<file path="src/rtl/fb_fetch_pkg.sv">
// Shared widths and request-FSM state encoding for the framebuffer fetch block.
`timescale 1ns/1ps
package fb_fetch_pkg;

  localparam int unsigned ADDR_W    = 24;
  localparam int unsigned DATA_W    = 32;
  localparam int unsigned PIX_W     = 4;
  localparam int unsigned NIBBLES   = DATA_W / PIX_W;
  localparam int unsigned NIB_IDX_W = $clog2(NIBBLES);

  typedef enum logic [1:0] {
    ST_IDLE  = 2'd0,
    ST_REQ   = 2'd1,
    ST_DRAIN = 2'd2
  } fetch_state_e;

endpackage

</file>
<file path="src/rtl/fb_word_fifo.sv">
// Synchronous word FIFO with show-ahead read data, flush, and registered status.
`timescale 1ns/1ps
module fb_word_fifo #(
  parameter int unsigned WIDTH = 32,
  parameter int unsigned AW    = 3
) (
  input  logic             clk,
  input  logic             rst_n,
  input  logic             flush,
  input  logic             wr_en,
  input  logic [WIDTH-1:0] wr_data,
  input  logic             rd_en,
  output logic [WIDTH-1:0] rd_data_c,
  output logic             full,
  output logic             empty,
  output logic [AW:0]      count
);

  localparam int unsigned DEPTH = 1 << AW;

  logic [WIDTH-1:0] mem [DEPTH];
  logic [AW-1:0]    wr_ptr;
  logic [AW-1:0]    rd_ptr;
  logic             bypass;
  logic             do_wr;
  logic             do_rd;
  logic [AW:0]      count_nxt;

  // Write/read qualification; an empty FIFO written and read together passes the word straight through.
  always_comb begin
    bypass    = empty && wr_en && rd_en;
    do_wr     = wr_en && (!full || rd_en) && !bypass;
    do_rd     = rd_en && !empty;
    count_nxt = count + (AW+1)'(do_wr) - (AW+1)'(do_rd);
    rd_data_c = empty ? wr_data : mem[rd_ptr];
  end

  // Storage array, no reset needed.
  always_ff @(posedge clk) begin
    if (do_wr) mem[wr_ptr] <= wr_data;
  end

  // Pointers, occupancy and status flags.
  always_ff @(posedge clk or negedge rst_n) begin
    if (!rst_n) begin
      wr_ptr <= '0;
      rd_ptr <= '0;
      count  <= '0;
      full   <= 1'b0;
      empty  <= 1'b1;
    end else if (flush) begin
      wr_ptr <= '0;
      rd_ptr <= '0;
      count  <= '0;
      full   <= 1'b0;
      empty  <= 1'b1;
    end else begin
      if (do_wr) wr_ptr <= wr_ptr + AW'(1);
      if (do_rd) rd_ptr <= rd_ptr + AW'(1);
      count <= count_nxt;
      full  <= (count_nxt == (AW+1)'(DEPTH));
      empty <= (count_nxt == '0);
    end
  end

endmodule

</file>
<file path="src/rtl/fb_fetch.sv">
// Framebuffer fetch: reads frame words from DRAM via the arbiter, buffers them, and streams nibbles.
`timescale 1ns/1ps
module fb_fetch
  import fb_fetch_pkg::*;
#(
  parameter logic [ADDR_W-1:0] BASE_ADDR   = 24'h000000,
  parameter int unsigned       FRAME_WORDS = 19200,
  parameter int unsigned       FIFO_AW     = 3
) (
  input  logic              clk,
  input  logic              rst_n,
  input  logic              frame_sync,
  output logic [ADDR_W-1:0] addr1,
  output logic              req_read1,
  input  logic [DATA_W-1:0] data1,
  input  logic              data_valid1,
  output logic [PIX_W-1:0]  pix_data,
  output logic              pix_valid,
  input  logic              pix_ready,
  output logic              underrun
);

  localparam int unsigned DEPTH  = 1 << FIFO_AW;
  localparam int unsigned CNT_W  = $clog2(FRAME_WORDS + 1);
  localparam int unsigned HELD_W = FIFO_AW + 2;

  fetch_state_e          state;
  fetch_state_e          state_nxt;
  logic                  fs_d;
  logic                  fs_rise;
  logic                  frame_active;
  logic [CNT_W-1:0]      word_cnt;
  logic [CNT_W-1:0]      word_cnt_nxt;
  logic                  accept;
  logic                  room;
  logic [HELD_W-1:0]     held;

  logic [DATA_W-1:0]     fifo_rd_data;
  logic                  fifo_full;
  logic                  fifo_empty;
  logic [FIFO_AW:0]      fifo_count;

  logic [DATA_W-1:0]     sreg;
  logic [NIB_IDX_W-1:0]  nib_idx;
  logic                  take;
  logic                  last;
  logic                  load;

  assign fs_rise = frame_sync && !fs_d;

  // The word parked in the unpacker counts against the buffer so at most DEPTH words are held.
  assign held = HELD_W'(fifo_count) + HELD_W'(pix_valid);
  assign room = !fifo_full && (held < HELD_W'(DEPTH));

  // Request FSM next-state and word acceptance.
  always_comb begin
    state_nxt    = state;
    accept       = 1'b0;
    case (state)
      ST_IDLE: begin
        if (frame_active && !fs_rise && (word_cnt < CNT_W'(FRAME_WORDS)) && room)
          state_nxt = ST_REQ;
      end
      ST_REQ: begin
        if (data_valid1) begin
          state_nxt = ST_IDLE;
          accept    = !fs_rise;
        end else if (fs_rise) begin
          state_nxt = ST_DRAIN;
        end
      end
      ST_DRAIN: begin
        if (data_valid1) state_nxt = ST_IDLE;
      end
      default: state_nxt = ST_IDLE;
    endcase
    if (fs_rise)     word_cnt_nxt = '0;
    else if (accept) word_cnt_nxt = word_cnt + CNT_W'(1);
    else             word_cnt_nxt = word_cnt;
  end

  // Request FSM registers; the address only moves while no read is outstanding.
  always_ff @(posedge clk or negedge rst_n) begin
    if (!rst_n) begin
      state     <= ST_IDLE;
      req_read1 <= 1'b0;
      addr1     <= BASE_ADDR;
    end else begin
      state     <= state_nxt;
      req_read1 <= (state_nxt != ST_IDLE);
      if (state_nxt == ST_IDLE)
        addr1 <= BASE_ADDR + ADDR_W'(word_cnt_nxt);
    end
  end

  // Frame tracking: sync edge detector, word count and frame-active flag.
  always_ff @(posedge clk or negedge rst_n) begin
    if (!rst_n) begin
      fs_d         <= 1'b1;
      word_cnt     <= '0;
      frame_active <= 1'b0;
    end else begin
      fs_d     <= frame_sync;
      word_cnt <= word_cnt_nxt;
      if (fs_rise) frame_active <= 1'b1;
    end
  end

  fb_word_fifo #(
    .WIDTH (DATA_W),
    .AW    (FIFO_AW)
  ) u_fifo (
    .clk       (clk),
    .rst_n     (rst_n),
    .flush     (fs_rise),
    .wr_en     (accept),
    .wr_data   (data1),
    .rd_en     (load),
    .rd_data_c (fifo_rd_data),
    .full      (fifo_full),
    .empty     (fifo_empty),
    .count     (fifo_count)
  );

  // Unpacker handshake: reload when empty or when the last nibble leaves this cycle.
  always_comb begin
    take = pix_valid && pix_ready;
    last = take && (nib_idx == NIB_IDX_W'(NIBBLES - 1));
    load = (!pix_valid || last) && !fifo_empty && !fs_rise;
  end

  // Unpacker shift register, LSB nibble first.
  always_ff @(posedge clk or negedge rst_n) begin
    if (!rst_n) begin
      sreg      <= '0;
      nib_idx   <= '0;
      pix_valid <= 1'b0;
      pix_data  <= '0;
    end else if (fs_rise) begin
      sreg      <= '0;
      nib_idx   <= '0;
      pix_valid <= 1'b0;
      pix_data  <= '0;
    end else if (load) begin
      sreg      <= fifo_rd_data;
      nib_idx   <= '0;
      pix_valid <= 1'b1;
      pix_data  <= fifo_rd_data[PIX_W-1:0];
    end else if (take) begin
      sreg     <= sreg >> PIX_W;
      nib_idx  <= nib_idx + NIB_IDX_W'(1);
      pix_data <= sreg[2*PIX_W-1:PIX_W];
      if (last) pix_valid <= 1'b0;
    end
  end

  // Sticky underrun, armed only once a frame has started.
  always_ff @(posedge clk or negedge rst_n) begin
    if (!rst_n)                                      underrun <= 1'b0;
    else if (frame_active && pix_ready && !pix_valid) underrun <= 1'b1;
  end

endmodule

</file>
<file path="config.mk">
export PLATFORM = sky130hd
export DESIGN_NAME = fb_fetch
export DESIGN_NICKNAME = d
export VERILOG_FILES = /design/src/rtl/fb_fetch_pkg.sv /design/src/rtl/fb_word_fifo.sv /design/src/rtl/fb_fetch.sv
export SDC_FILE = /design/constraint.sdc
export NUM_CORES = 1
export LEC_CHECK = 0
export CELL_PAD_IN_SITES_DETAIL_PLACEMENT = 1
export CELL_PAD_IN_SITES_GLOBAL_PLACEMENT = 1
export CORE_AREA = 2 2 195 197
export DETAILED_ROUTE_END_ITERATION = 7
export DIE_AREA = 0 0 197 199
export PLACE_DENSITY_LB_ADDON = 0.1
export SLEW_MARGIN = 20
export SYNTH_ARGS = -nofsm -noshare
export SYNTH_HDL_FRONTEND = slang
export SYNTH_HIERARCHICAL = 1
export SYNTH_SLANG_ARGS = --single-unit
</file>
<file path="constraint.sdc">
create_clock -name clk -period 7.27 [get_ports clk]
set_clock_uncertainty 0.1 [all_clocks]
set_input_delay 1.454 -clock clk [delete_from_list [all_inputs] [get_ports clk]]
set_output_delay 1.454 -clock clk [all_outputs]
set_load 0.1 [all_outputs]
</file>
# Word-level counts from Yosys, hierarchy flattened
# Memory sizes are Yosys's and may differ from the RTL's.
# Cells that the tools add are included.
[totals]
register_bits = 88
latchBits = 0
mem_bits_rw = 256
rom_bits = 0
in_bits = 37
output_inout_bits = 31
wordCells = 95
memories = 1
[op_classes]
addsub = 7
mul = 0
div = 0
order_cmp = 2
n_eq_ne = 4
n_shift = 0
n_mux = 32
bitwise_logic = 0
reduce_logical = 33
[mem_list]
columns = ["memory", "words", "word_bits", "rd", "rd_ports_with_merged_regs", "wr", "line_no", "rtl"]
rows = [
  ["u_fifo.mem", 8, 32, 1, 0, 1, "fb_word_fifo.sv:21", "logic [WIDTH-1:0] mem [DEPTH];"],
]
[op_table]
columns = ["op", "n"]
rows = [
  ["2-to-1 mux 32 bit", 4],
  ["2-to-1 mux 15 bit", 2],
  ["2-to-1 mux 3 bit", 7],
  ["logical AND 1 bit", 16],
  ["2-to-1 mux 4 bit", 4],
  ["adder 15 x 1 -> 15 bit, second input constant", 1],
  ["less-than comparator 15 bit, second input constant", 1],
  ["2-to-1 mux 1 bit", 10],
  ["adder 3 x 1 -> 3 bit, second input constant", 3],
  ["2-to-1 mux 2 bit", 4],
  ["logical NOT 1 bit", 6],
  ["case mux 2 bit (3 select lines)", 1],
  ["nonzero test 2 bit", 3],
  ["nonzero test 3 bit", 2],
  ["adder 4 x 1 -> 5 bit", 1],
  ["less-than comparator 5 x 4 -> 1 bit, second input constant", 1],
  ["adder 4 x 1 -> 4 bit", 1],
  ["equality test 4 bit, second input constant", 1],
  ["logical NOT 2 bit", 2],
  ["logical NOT 4 bit", 1],
  ["subtractor 4 x 1 -> 4 bit", 1],
  ["equality test 3 bit, second input constant", 1],
  ["equality test 2 x 1 -> 1 bit, second input constant", 1],
  ["equality test 2 bit, second input constant", 1],
  ["2 further kinds", 3],
]

# Logic depth before layout (Yosys ltp)
# Gate-level depths: netlist of run 1.
[logic_depth]
ltp_word = 13
depth_mapped = 16
depth_no_buf = 14

# By module
# Netlist of run 1, hierarchy kept.
[modules_own_cells]
columns = ["mod", "instances", "cells_per_inst", "area_per_inst_um2", "seq_area_each_um2"]
rows = [
  ["fb_word_fifo", 1, 626, 10814.1, 7988.9],
  ["fb_fetch", 1, 360, 3477.1, 1803.0],
]

# Worst setup path after synthesis of run 1
# OpenSTA, ideal clock, no wires.
[synth_timing]
path_type = "input to register"
startpoint = "input frame_sync"
endpoint = "memory u_fifo.mem[0][0] (enable)"
setup_time_ps = 461
arrival_ps = 5651
required_ps = 6709
setup_slack_ps = 1058
stages = 9
n_path_buf = 3
path_cell_list = "nand2b_1 > inv_1 > buf_1 > buf_1 > clkbuf_1 > nor2_1 > mux2_2 > or3_1 > nor3_1"
[synth_between]
word_cells_on_any_way = 13
classes_between = "mux (4); reduce/logical (9)"
[synth_rtl]
columns = ["element", "line_no", "rtl"]
rows = [
  ["start: declaration", "fb_fetch.sv:12", "input logic frame_sync,"],
  ["logical AND 1 bit (*)", "fb_fetch.sv:49", "assign fs_rise = frame_sync && !fs_d;"],
  ["named net fs_rise", "fb_fetch.sv:30", "logic fs_rise;"],
  ["logical NOT 1 bit (*)", "fb_fetch.sv:129", "load = (!pix_valid || last) && !fifo_empty && !fs_rise;"],
  ["logical AND 1 bit (*)", "fb_fetch.sv:129", ""],
  ["named net load", "fb_fetch.sv:47", "logic load;"],
  ["logical OR 1 bit or logical AND 1 bit (tied branches)", "fb_word_fifo.sv:32, fb_word_fifo.sv:31", ""],
  ["logical AND 1 bit or logical NOT 1 bit (tied branches)", "fb_word_fifo.sv:32", "do_wr = wr_en && (!full || rd_en) && !bypass;"],
  ["logical AND 1 bit (*)", "fb_word_fifo.sv:32", ""],
  ["2-to-1 mux 1 bit (*)", "fb_word_fifo.sv:40", "if (do_wr) mem[wr_ptr] <= wr_data;"],
  ["2-to-1 mux 1 bit (implied by the code) (*)", "fb_word_fifo.sv:40", ""],
  ["end: declaration", "fb_word_fifo.sv:21", ""],
]
# Mark *: on every way through the listed nets, which the timed path passes. The rest lies on a longest branch.

# Final worst setup path of run 1
[layout_timing]
startpoint = "input pix_ready"
endpoint = "memory u_fifo.mem[2][16] (enable)"
[layout_between]
elab_chain_cells = 10
word_cells_on_any_way = 12
classes_between = "mux (2); reduce/logical (10)"
[layout_rtl]
columns = ["element", "line_no", "rtl"]
rows = [
  ["start: declaration", "fb_fetch.sv:19", "input logic pix_ready,"],
  ["logical AND 1 bit (*)", "fb_fetch.sv:127", "take = pix_valid && pix_ready;"],
  ["logical AND 1 bit (*)", "fb_fetch.sv:128", "last = take && (nib_idx == NIB_IDX_W'(NIBBLES - 1));"],
  ["logical OR 1 bit (*)", "fb_fetch.sv:129", ""],
  ["logical AND 1 bit (*) (2 in a row)", "fb_fetch.sv:129", ""],
  ["named net load", "fb_fetch.sv:47", ""],
  ["logical OR 1 bit or logical AND 1 bit (tied branches)", "fb_word_fifo.sv:32, fb_word_fifo.sv:31", ""],
  ["logical AND 1 bit or logical NOT 1 bit (tied branches)", "fb_word_fifo.sv:32", ""],
  ["logical AND 1 bit (*)", "fb_word_fifo.sv:32", ""],
  ["2-to-1 mux 1 bit (*)", "fb_word_fifo.sv:40", ""],
  ["2-to-1 mux 1 bit (implied by the code) (*)", "fb_word_fifo.sv:40", ""],
]
# Marked as above.

==> results.cfg, run 1 <==
[placed_design]
portBuffers = 58
gp_congestion = 0.711
dp_hpwl_um = 20400

[clock_network]
cts_setup_buffers = 0
cts-hold-fix-buffers = 0
cts-root-buf = clkbuf_16
cts_resized = 0
numCtsBuffers = 40
clock_latency_ps = 550
cts_tree = built
cts_sinks = 340
clockBufferDepth = 3
path_clk_slew_ps = 60
htreeDepth = 2

[timing]
worst_slew_pin_slew_ps = 1080
finalHoldViolations = 0
setup_viol = 0
slew_headroom_pct = 27.5
clock.fmax_mhz = 213
period_share_pct = 64.5
fin_crit_ps = 4690
tns_ps = 0
slew_viol_final = 0
rsz0062_at_grt = false

[detailed_routing]
drt-initial-drc-count = 394
routed_via_density = 5.39
drt_first_pass_iters = 4
drtAntennaViolNets = 0
route.detailed.drc = 0
wl_um = 34300
routedWlPerCell_um = 22.3
vias = 8296

[finish]
multi_input_area_um2 = 4150
drive_above_1_share_pct = 11.2
syn_to_final_growth_pct = 15.6
final_util_pct = 44.5
num_antenna_cells = 0
regArea_um2 = 9800
final_nets = 1084
fillers = 3711

[floorplan]
die_y_um = 199
io_pins = 68
chipWidth_um = 197
die_area_um2 = 39200
fp.coreArea_um2 = 37100
row_count = 71
initial_core_util_pct = 38.5

[yosys]
synth.avg_cell_area_um2 = 14.5
synth_warnings = 6
synthesis.area_um2 = 14300
synth-seq-cells = 340
synth.distinct_cells = 49
synth_cells = 986
synth_edf_count = 256
synth_seq_area_share_pct = 68.5
synth_async_sr_flop_share_pct = 24.7
ys.flop_type = edfxtp_1

[worst_setup_path]
worstSetupEndpointType = flop
cp.required_ps = 7350
path_class = in2reg
setup.worst_path.start_class = input pin
critPathArrivalTime_ps = 4760
cp_max_fo = 32

[hold_path]
min_path_type = reg2reg

[flow_run]
drv_cap = 0

[grt]
antenna_found_initial = 0
track_usage_pct = 17.9
grt_pass1_vias = 8565
grt_start_max_net_pins = 72
grt_overflow = 0
grt_pass1_wl_um = 52800

[pwr]
vdd_drop_max_mv = 0.216
power_density_nw_per_um2 = 342
p_leak_nw = 5.79

[status]
status = complete, no violations
-- routing by layer --
metal / routed length, µm / part of all wire [%] / global-route usage (%) / up-vias
met5: 0 / 0 / 0 / -
met4: 712 / 2.1 / 5.60 / 0
met3: 1410 / 4.1 / 2.48 / 48
li1: - / - / - / 3845
met1: 16200 / 47 / 25.7 / 4270
met2: 15900 / 46 / 28.3 / 133
-- layout make-up --
cell class / count / area share (%)
Multi-Input combinational cell: 566 / 25.1
Inverter: 12 / 0.273
Sequential cell: 340 / 59.3
Timing Repair Buffer: 77 / 4.56
Clock buffer: 62 / 6.80
Clock inverter: 7 / 0.394
Tap cell: 474 / 3.59
-- placed cells by master (no fill, tap or decap), types with 2 or more instances in the layout --
master / instances
nor2_1: 51
mux2i_1: 68
clkbuf_16: 40
o31ai_1: 40
dfstp_2: 2
nand4_1: 4
nand3_1: 40
clkdlybuf4s50_1: 57
nor2b_1: 4
and2_1: 2
nand3b_1: 2
o21ai_0: 4
xor2_1: 5
nor3_2: 3
o22ai_1: 32
a21oi_1: 12
nand2_1: 86
mux2_1: 45
mux2_2: 28
a311oi_1: 28
dfrtp_1: 81
clkinv_1: 5
inv_1: 9
conb_1: 9
nand2b_1: 6
a22o_1: 32
nor4_1: 7
ha_1: 9
or3_1: 3
nor3_1: 7
or4_1: 2
clkbuf_1: 18
xnor2_1: 14
buf_4: 18
nor4_2: 2
clkbuf_8: 4
and3_1: 2
nor2_4: 7
edfxtp_1: 256
-- sequential cells by signal, summed over array words and instances (netlist names), 2 cells and up --
signal,cells
nib_idx,3
u_fifo/mem,256
u_fifo/wr_ptr,3
state,2
pix_data,3
u_fifo/rd_ptr,3
u_fifo/count,4
word_cnt,15
sreg,29
addr1,15
-- stage by stage --
| step | hold WS, ps | std cells | setup slack [ps] | instance area (µm²) | power [W] |
|---|---|---|---|---|---|
| 2_1_floorplan | 358 | 994 | 1060 | 14300 | 0.00346 |
| 3_3_place_gp | 357 | 1467 | 1880 | 15300 | 0.00386 |
| 3_5_place_dp | 361 | 1469 | 1970 | 15300 | 0.00388 |
| 4_1_cts | 373 | 1538 | 2570 | 16500 | 0.00574 |
| 5_1_grt | 395 | 1538 | 2440 | 16500 | 0.00592 |
| 6_report | 375 | 1538 | 2580 | 16500 | 0.00565 |
-- logic make-up after synthesis --
family	count (synthesis)	synth area share (%)
xor gates and xnor gates	19	1.16
and+or+nand+nor	232	7.49
muxes	141	10.5
DFF	340	68.5
AOI/OAI and AO/OA	155	8.22
adders and majority gates	10	0.928
buffers and inverters	88	3.14
other	1	0.0262
-- final timing paths --
path                                                      to                    startpoint  slack [ps]  cells past startpoint
worst max-delay path             u_fifo/mem[2][16]$_DFFE_PP_                     pix_ready        2580                      8
min in group asynchronous              word_cnt[5]$_DFF_PN0_                         rst_n         750                      1
worst max register to register       pix_data[0]$_DFFE_PN0P_  u_fifo/rd_ptr[0]$_DFFE_PN0P_        3530                      6
worst min register to register          underrun$_DFFE_PN0P_          underrun$_DFFE_PN0P_         370                      1
max in group asynchronous       u_fifo/rd_ptr[0]$_DFFE_PN0P_                         rst_n        5160                      2
worst min-delay path                    underrun$_DFFE_PN0P_          underrun$_DFFE_PN0P_         370                      1
-- power breakdown --
part / internal, W / switching [W]
Clock: 0.00107 / 0.000769
Combinational: 0.000506 / 0.000896
Sequential: 0.00227 / 0.000147
-- worst max-delay path, stage by stage --
cell and delay [ps]:
clkdlybuf4s50_1 460, buf_4 330, a21oi_1 170, or2_2 310
nor2_1 240, mux2_2 420, or3_1 490, nor2_4 840
-- synthesized netlist by cell type, types with 2 or more instances --
master    instances  share of area [%]
mux2_1           45                3.5
dfstp_2           2               0.37
buf_4            22                1.2
o22ai_1          32                1.4
or4_1             2               0.11
a22o_1           32                2.0
mux2_2           28                2.2
nand3_1          40                1.4
nor4_1            7               0.31
a21oi_1          12               0.42
nor4_2            2               0.18
nor2b_1           5               0.22
nand4_1           4               0.18
a311oi_1         28                1.7
and2_1            2              0.088
nor3_1            9               0.32
nand2b_1          6               0.26
o31ai_1          40                2.1
ha_1              9               0.79
inv_1            10               0.26
clkinv_1          2              0.053
edfxtp_1        256                 54
buf_1             8               0.21
buf_6             4               0.32
buf_2             5               0.18
o21ai_0           4               0.14
dfrtp_1          82                 14
nand3b_1          2               0.11
nor2_1           58                1.5
and3_1            2              0.088
nand2_1          86                2.3
or3_1             3               0.13
xnor2_1          14               0.86
xor2_1            5               0.31
clkbuf_1         37               0.97
mux2i_1          68                4.8
Note: power is estimated with default switching activity, not from simulation.
==> run 2: changes to the inputs <==
Clock period 7.27 ns to 4.2 ns, I/O delays scaled along.
==> run 2 against run 1 <==
Net effect: sequential share of layout area is 1.3 points lower; combinational power grew 76%; setup slack worse by 1800 ps; via count hardly changed; flip-flop and latch count stayed put; cell count up 1.4%; critical path depth up 5; power up 78%; critical path type unchanged.
==> results.cfg, run 2 (same netlist as run 1, synthesis figures left out) <==
[floorplan]
row_count = 71
fp.coreArea_um2 = 37100
io_pins = 68
die_y_um = 199
chipWidth_um = 197
initial_core_util_pct = 38.5
die_area_um2 = 39200

[pwr]
clkPwrFrac_pct = 34.5
vdd_drop_max_mv = 0.319
pwr-share-comb_pct = 24.4
power_density_nw_per_um2 = 596
p_leak_nw = 5.98
p_sw_share_pct = 30.9
seq_power_share_pct = 41.1
p_sw_w = 0.00311
p_int_w = 0.00696

[worst_setup_path]
setup.worst_path.start_class = input pin
cpMaxStageDelayCell = clkdlybuf4s50_1
crit_buf_inv = 2
worstRegToRegCells = 14
cp.required_ps = 4550
max_stage_delay_ps = 510
path_class = in2reg
path_delay_family = adder cells
critical_path.endpoint = u_fifo/empty$_DFF_PN1_
critPathLaunch = pix_ready
crit_chain = clkdlybuf4s50_1 -> a21oi_1 -> or2_2 -> nor2_1 -> mux2i_1 -> nand2_1 -> ha_1 -> inv_1 -> ha_1 -> fa_1 -> xnor2_1 -> nand2_1 -> o31ai_1
cp_max_fo = 3
cp_num_cells = 13
critPathArrivalTime_ps = 3780
r2r_end = u_fifo/empty$_DFF_PN1_
worstSetupEndpointType = flop
r2r_start = nib_idx[0]$_DFFE_PN0P_
reg2reg_slack_ps = 940

[clock_network]
clockBufferDepth = 3
cts-hold-fix-buffers = 0
path_clk_slew_ps = 50
htreeDepth = 2
cts_resized = 0
numCtsBuffers = 40
cts_setup_buffers = 0
cts-root-buf = clkbuf_16
clock_latency_ps = 550
cts_tree = built
cts_sinks = 340

[detailed_routing]
routedWlPerCell_um = 21.4
drt_first_pass_iters = 4
routed_via_density = 5.31
vias = 8291
wl_um = 33400
route.detailed.drc = 0
drtAntennaViolNets = 0
drt-initial-drc-count = 344

[status]
status = complete, no violations

[grt]
grt_pass1_vias = 8850
grt_pass1_wl_um = 52400
grt_start_max_net_pins = 71
track_usage_pct = 17.7
antenna_found_initial = 0
grt_overflow = 0

[finish]
syn_to_final_growth_pct = 18.3
regMostFlops = u_fifo/mem
largest_register_ff_count = 256
final_area_um2 = 16900
reg.largest.list = u_fifo/mem: 256 flops, sreg: 29 flops
final_util_pct = 45.5
final_cell_mix = edfxtp_1 (256), nand2_1 (86), dfrtp_1 (81)
num_antenna_cells = 0
drive_above_1_share_pct = 13.8
final_common_cell = edfxtp_1
final_nets = 1101

[timing]
period_share_pct = 81.7
clock.fmax_mhz = 292
setup_viol = 0
worst_slew_pin_slew_ps = 1120
slew_viol_final = 0
setup_slack_ps = 770
tns_ps = 0
rsz0062_at_grt = false
fin_crit_ps = 3430
finalHoldViolations = 0
slew_headroom_pct = 25.1

[flow_run]
drv_cap = 0

[hold_path]
min_path_type = in2async

[placed_design]
placed_area_um2 = 15500
gp_congestion = 0.726
dp_hpwl_um = 19600
dp_slack_ps = 232
portBuffers = 58
==> run 2: worst min path at each step <==
stage | end | from | cells after the start | slack, ps
after floorplan | frame_active$_DFFE_PN0P_ | frame_active$_DFFE_PN0P_ | 1 | 360
after global placement | addr1[9]$_DFFE_PN0N_ | addr1[9]$_DFFE_PN0N_ | 2 | 360
after detailed placement | addr1[13]$_DFFE_PN0N_ | addr1[13]$_DFFE_PN0N_ | 2 | 370
after CTS | sreg[13]$_DFFE_PN0P_ | rst_n | 1 | 340
after global routing | addr1[6]$_DFFE_PN0N_ | rst_n | 1 | 370
final | word_cnt[6]$_DFF_PN0_ | rst_n | 1 | 310
==> run 2: routing by layer <==
metal	global-route usage (%)	share of wire [%]
met5	0	0
met4	6.29	2.7
met3	2.68	3.1
met2	29.8	48
met1	23.4	46
==> run 2: worst register-to-register path, stage by stage, from the launching register on <==
cell and delay, ps:
dfrtp_1 370, ha_1 170, ha_1 140, a21oi_1 90, or2_2 300, nor2_1 220
mux2i_1 270, nand2_1 90, ha_1 280, inv_1 40, ha_1 210, fa_1 400
xnor2_1 200, nand2_1 100, o31ai_1 200
==> run 2: metrics by stage <==
step / hold WS [ps] / instances / total power (W)
final: 313 / 1560 / 0.0101
after global routing: 368 / 1560 / 0.0106
after CTS: 336 / 1559 / 0.0102
after detailed placement: 371 / 1485 / 0.00669
after global placement: 362 / 1485 / 0.00665
after floorplan: 358 / 994 / 0.00599
==> run 2: power by group through the flow <==
stage               sequential [W]  combinational, W  clock [W]
floorplan                  0.00422           0.00177          0
global placement           0.00421           0.00244          0
CTS                        0.00414           0.00249    0.00359
global route               0.00418           0.00269    0.00370
detailed placement         0.00421           0.00248          0
finish                     0.00414           0.00246    0.00347
==> run 2: layout make-up <==
type,instances,area [µm²]
Fill cell,3715,20200
Timing Repair Buffer,94,966
Sequential cell,340,9800
Clock buffer,55,1160
Clock inverter,19,178
Inverter,12,45.0
Multi-Input combinational cell,566,4160
Tap cell,474,593
==> run 3: changes to the inputs <==
Clock period 4.2 ns to 3.4 ns, I/O delays scaled along.
==> run 3 against run 2 <==
Net effect: critical path depth unchanged; clock-buffer cell count down 2; die area did not move; global-route usage up 0.37 points; critical path type unchanged; critical endpoint is now u_fifo/full$_DFF_PN0_; largest cell class unchanged; highest routed layer unchanged.
==> results.cfg, run 3 (same netlist as run 1, synthesis figures left out) <==
[timing]
clock.fmax_mhz = 319
slew_viol_final = 0
fin_crit_ps = 3140
rsz0062_at_grt = false
finalHoldViolations = 0
worst_slew_pin_slew_ps = 771
period_share_pct = 92.2
setup_viol = 0
holdWs_ps = 119
setup_slack_ps = 264
slew_headroom_pct = 48.6

[floorplan]
die_area_um2 = 39200
io_pins = 68
die_y_um = 199
chipWidth_um = 197
row_count = 71
fp.coreArea_um2 = 37100
initial_core_util_pct = 38.5

[clock_network]
cts_tree = built
cts-root-buf = clkbuf_16
htreeDepth = 2
clock_latency_ps = 560
clockBufferDepth = 3
cts-hold-fix-buffers = 0
numCtsBuffers = 40
cts_sinks = 340
path_clk_slew_ps = 50

[grt]
met2_usage_pct = 30.3
grt_overflow = 0
gr-usage-met1_pct = 24.3
antenna_found_initial = 0
grtUsageMet3_pct = 2.97
grt_pass1_vias = 8784
track_usage_pct = 18.1
grt_start_max_net_pins = 67
grt_pass1_wl_um = 53400
top_usage_layer = met2

[pwr]
clkPwrFrac_pct = 33.5
p_sw_share_pct = 31.3
pwr-share-comb_pct = 25.3
power_density_nw_per_um2 = 727
p_int_w = 0.00851
p_leak_nw = 6.11
seq_power_share_pct = 41.2
p_sw_w = 0.00388
vdd_drop_max_mv = 0.398

[detailed_routing]
wl_um = 34200
vias = 8368
routedWlPerCell_um = 21.7
drt_first_pass_iters = 5
routed_via_density = 5.31
route.detailed.drc = 0
drt-initial-drc-count = 316
drtAntennaViolNets = 0

[placed_design]
gp_congestion = 0.750
dp_slack_ps = -253
portBuffers = 58
dp_hpwl_um = 20600
dp_cells = 1503

[finish]
regMostFlops = u_fifo/mem
num_antenna_cells = 0
final_cell_mix = edfxtp_1 (256), nand2_1 (86), dfrtp_1 (80)
fillers = 3698
instances_no_fill = 1577
drive_above_1_share_pct = 17.7
final_common_cell = edfxtp_1
regArea_um2 = 9800
largest_register_ff_count = 256
final_nets = 1118
syn_to_final_growth_pct = 19.4
reg.largest.list = u_fifo/mem: 256 flops, sreg: 29 flops
multi_input_area_um2 = 4200

[worst_setup_path]
worstRegToRegCells = 14
crit_buf_inv = 2
setup.worst_path.start_class = input pin
cp.required_ps = 3730
path_delay_family = adder cells
reg2reg_slack_ps = 280
critPathArrivalTime_ps = 3470
crit_chain = clkdlybuf4s50_1 -> a21oi_2 -> or2_4 -> nor2_4 -> mux2i_2 -> nand2_1 -> ha_1 -> inv_1 -> ha_1 -> fa_1 -> xnor2_1 -> nand2_1 -> nor4_1
max_stage_delay_ps = 540
cp_num_cells = 13
cpMaxStageDelayCell = clkdlybuf4s50_1
path_class = in2reg
cp_max_fo = 2
worstSetupEndpointType = flop

[status]
status = complete, no violations

[flow_run]
drv_cap = 0

[hold_path]
min_path_type = in2async
==> run 3: cell types whose count changed in the layout (fill, tap and decap cells not counted), moves of 2 or more <==
cell / before / now
buf_12: 8 / 18
clkinv_2: 9 / 12
clkdlybuf4s50_1: 56 / 35
clkbuf_8: 4 / 2
buf_4: 29 / 58
==> run 3: what timing repair did <==
item                       in CTS  in global routing
setup endpoints to repair       0                  1
buffers inserted                0                  0
resized for setup               0                  1
==> run 3: layout make-up <==
class	instances	area share [%]
clock buffers	53	6.52
clock inverters	21	0.976
inverters	12	0.264
multi-input cells	566	24.6
flip-flops and latches	340	57.4
well taps	474	3.48
repair buffers	111	6.72
==> run 3: power by group through the flow <==
stage                     sequential (W)  combinational (W)  clock (W)
after floorplan                  0.00522            0.00222          0
after global placement           0.00518            0.00317          0
after detailed placement         0.00520            0.00319          0
after CTS                        0.00511            0.00320    0.00426
after global routing             0.00516            0.00343    0.00440
final                            0.00511            0.00313    0.00415
==> run 3: metal layers <==
metal | part of all wire (%) | wire [µm]
met1 | 46 | 15700
met2 | 48 | 16600
met3 | 3.8 | 1300
met4 | 1.8 | 629
met5 | 0 | 0
==> run 3: stage by stage <==
step	power (W)	area [µm²]	util, %	setup TNS [ps]
after floorplan	0.00744	14400	-	-4750
after global placement	0.00835	15800	42.5	-7420
after detailed placement	0.00838	15800	42.5	-7800
after CTS	0.0126	17100	45.9	0
after global routing	0.0130	17100	45.9	0
final	0.0124	17100	45.9	0
==> run 3: final timing paths <==
path	start	to
setup reg to reg	nib_idx[0]$_DFFE_PN0P_	u_fifo/full$_DFF_PN0_
hold / removal	rst_n	addr1[7]$_DFFE_PN0N_
max in group asynchronous	rst_n	sreg[27]$_DFFE_PN0P_
min in group clk	addr1[12]$_DFFE_PN0N_	addr1[12]$_DFFE_PN0N_
setup / recovery	pix_ready	u_fifo/full$_DFF_PN0_
hold reg to reg	addr1[12]$_DFFE_PN0N_	addr1[12]$_DFFE_PN0N_
==> run 3: worst register-to-register path: stages, from the launching register on <==
cell and delay (ps):
dfrtp_1 370, ha_1 160, ha_1 160, a21oi_2 60, or2_4 240, nor2_4 130, mux2i_2 260, nand2_1 80
ha_1 280, inv_1 40, ha_1 190, fa_1 380, xnor2_1 230, nand2_1 110, nor4_1 200
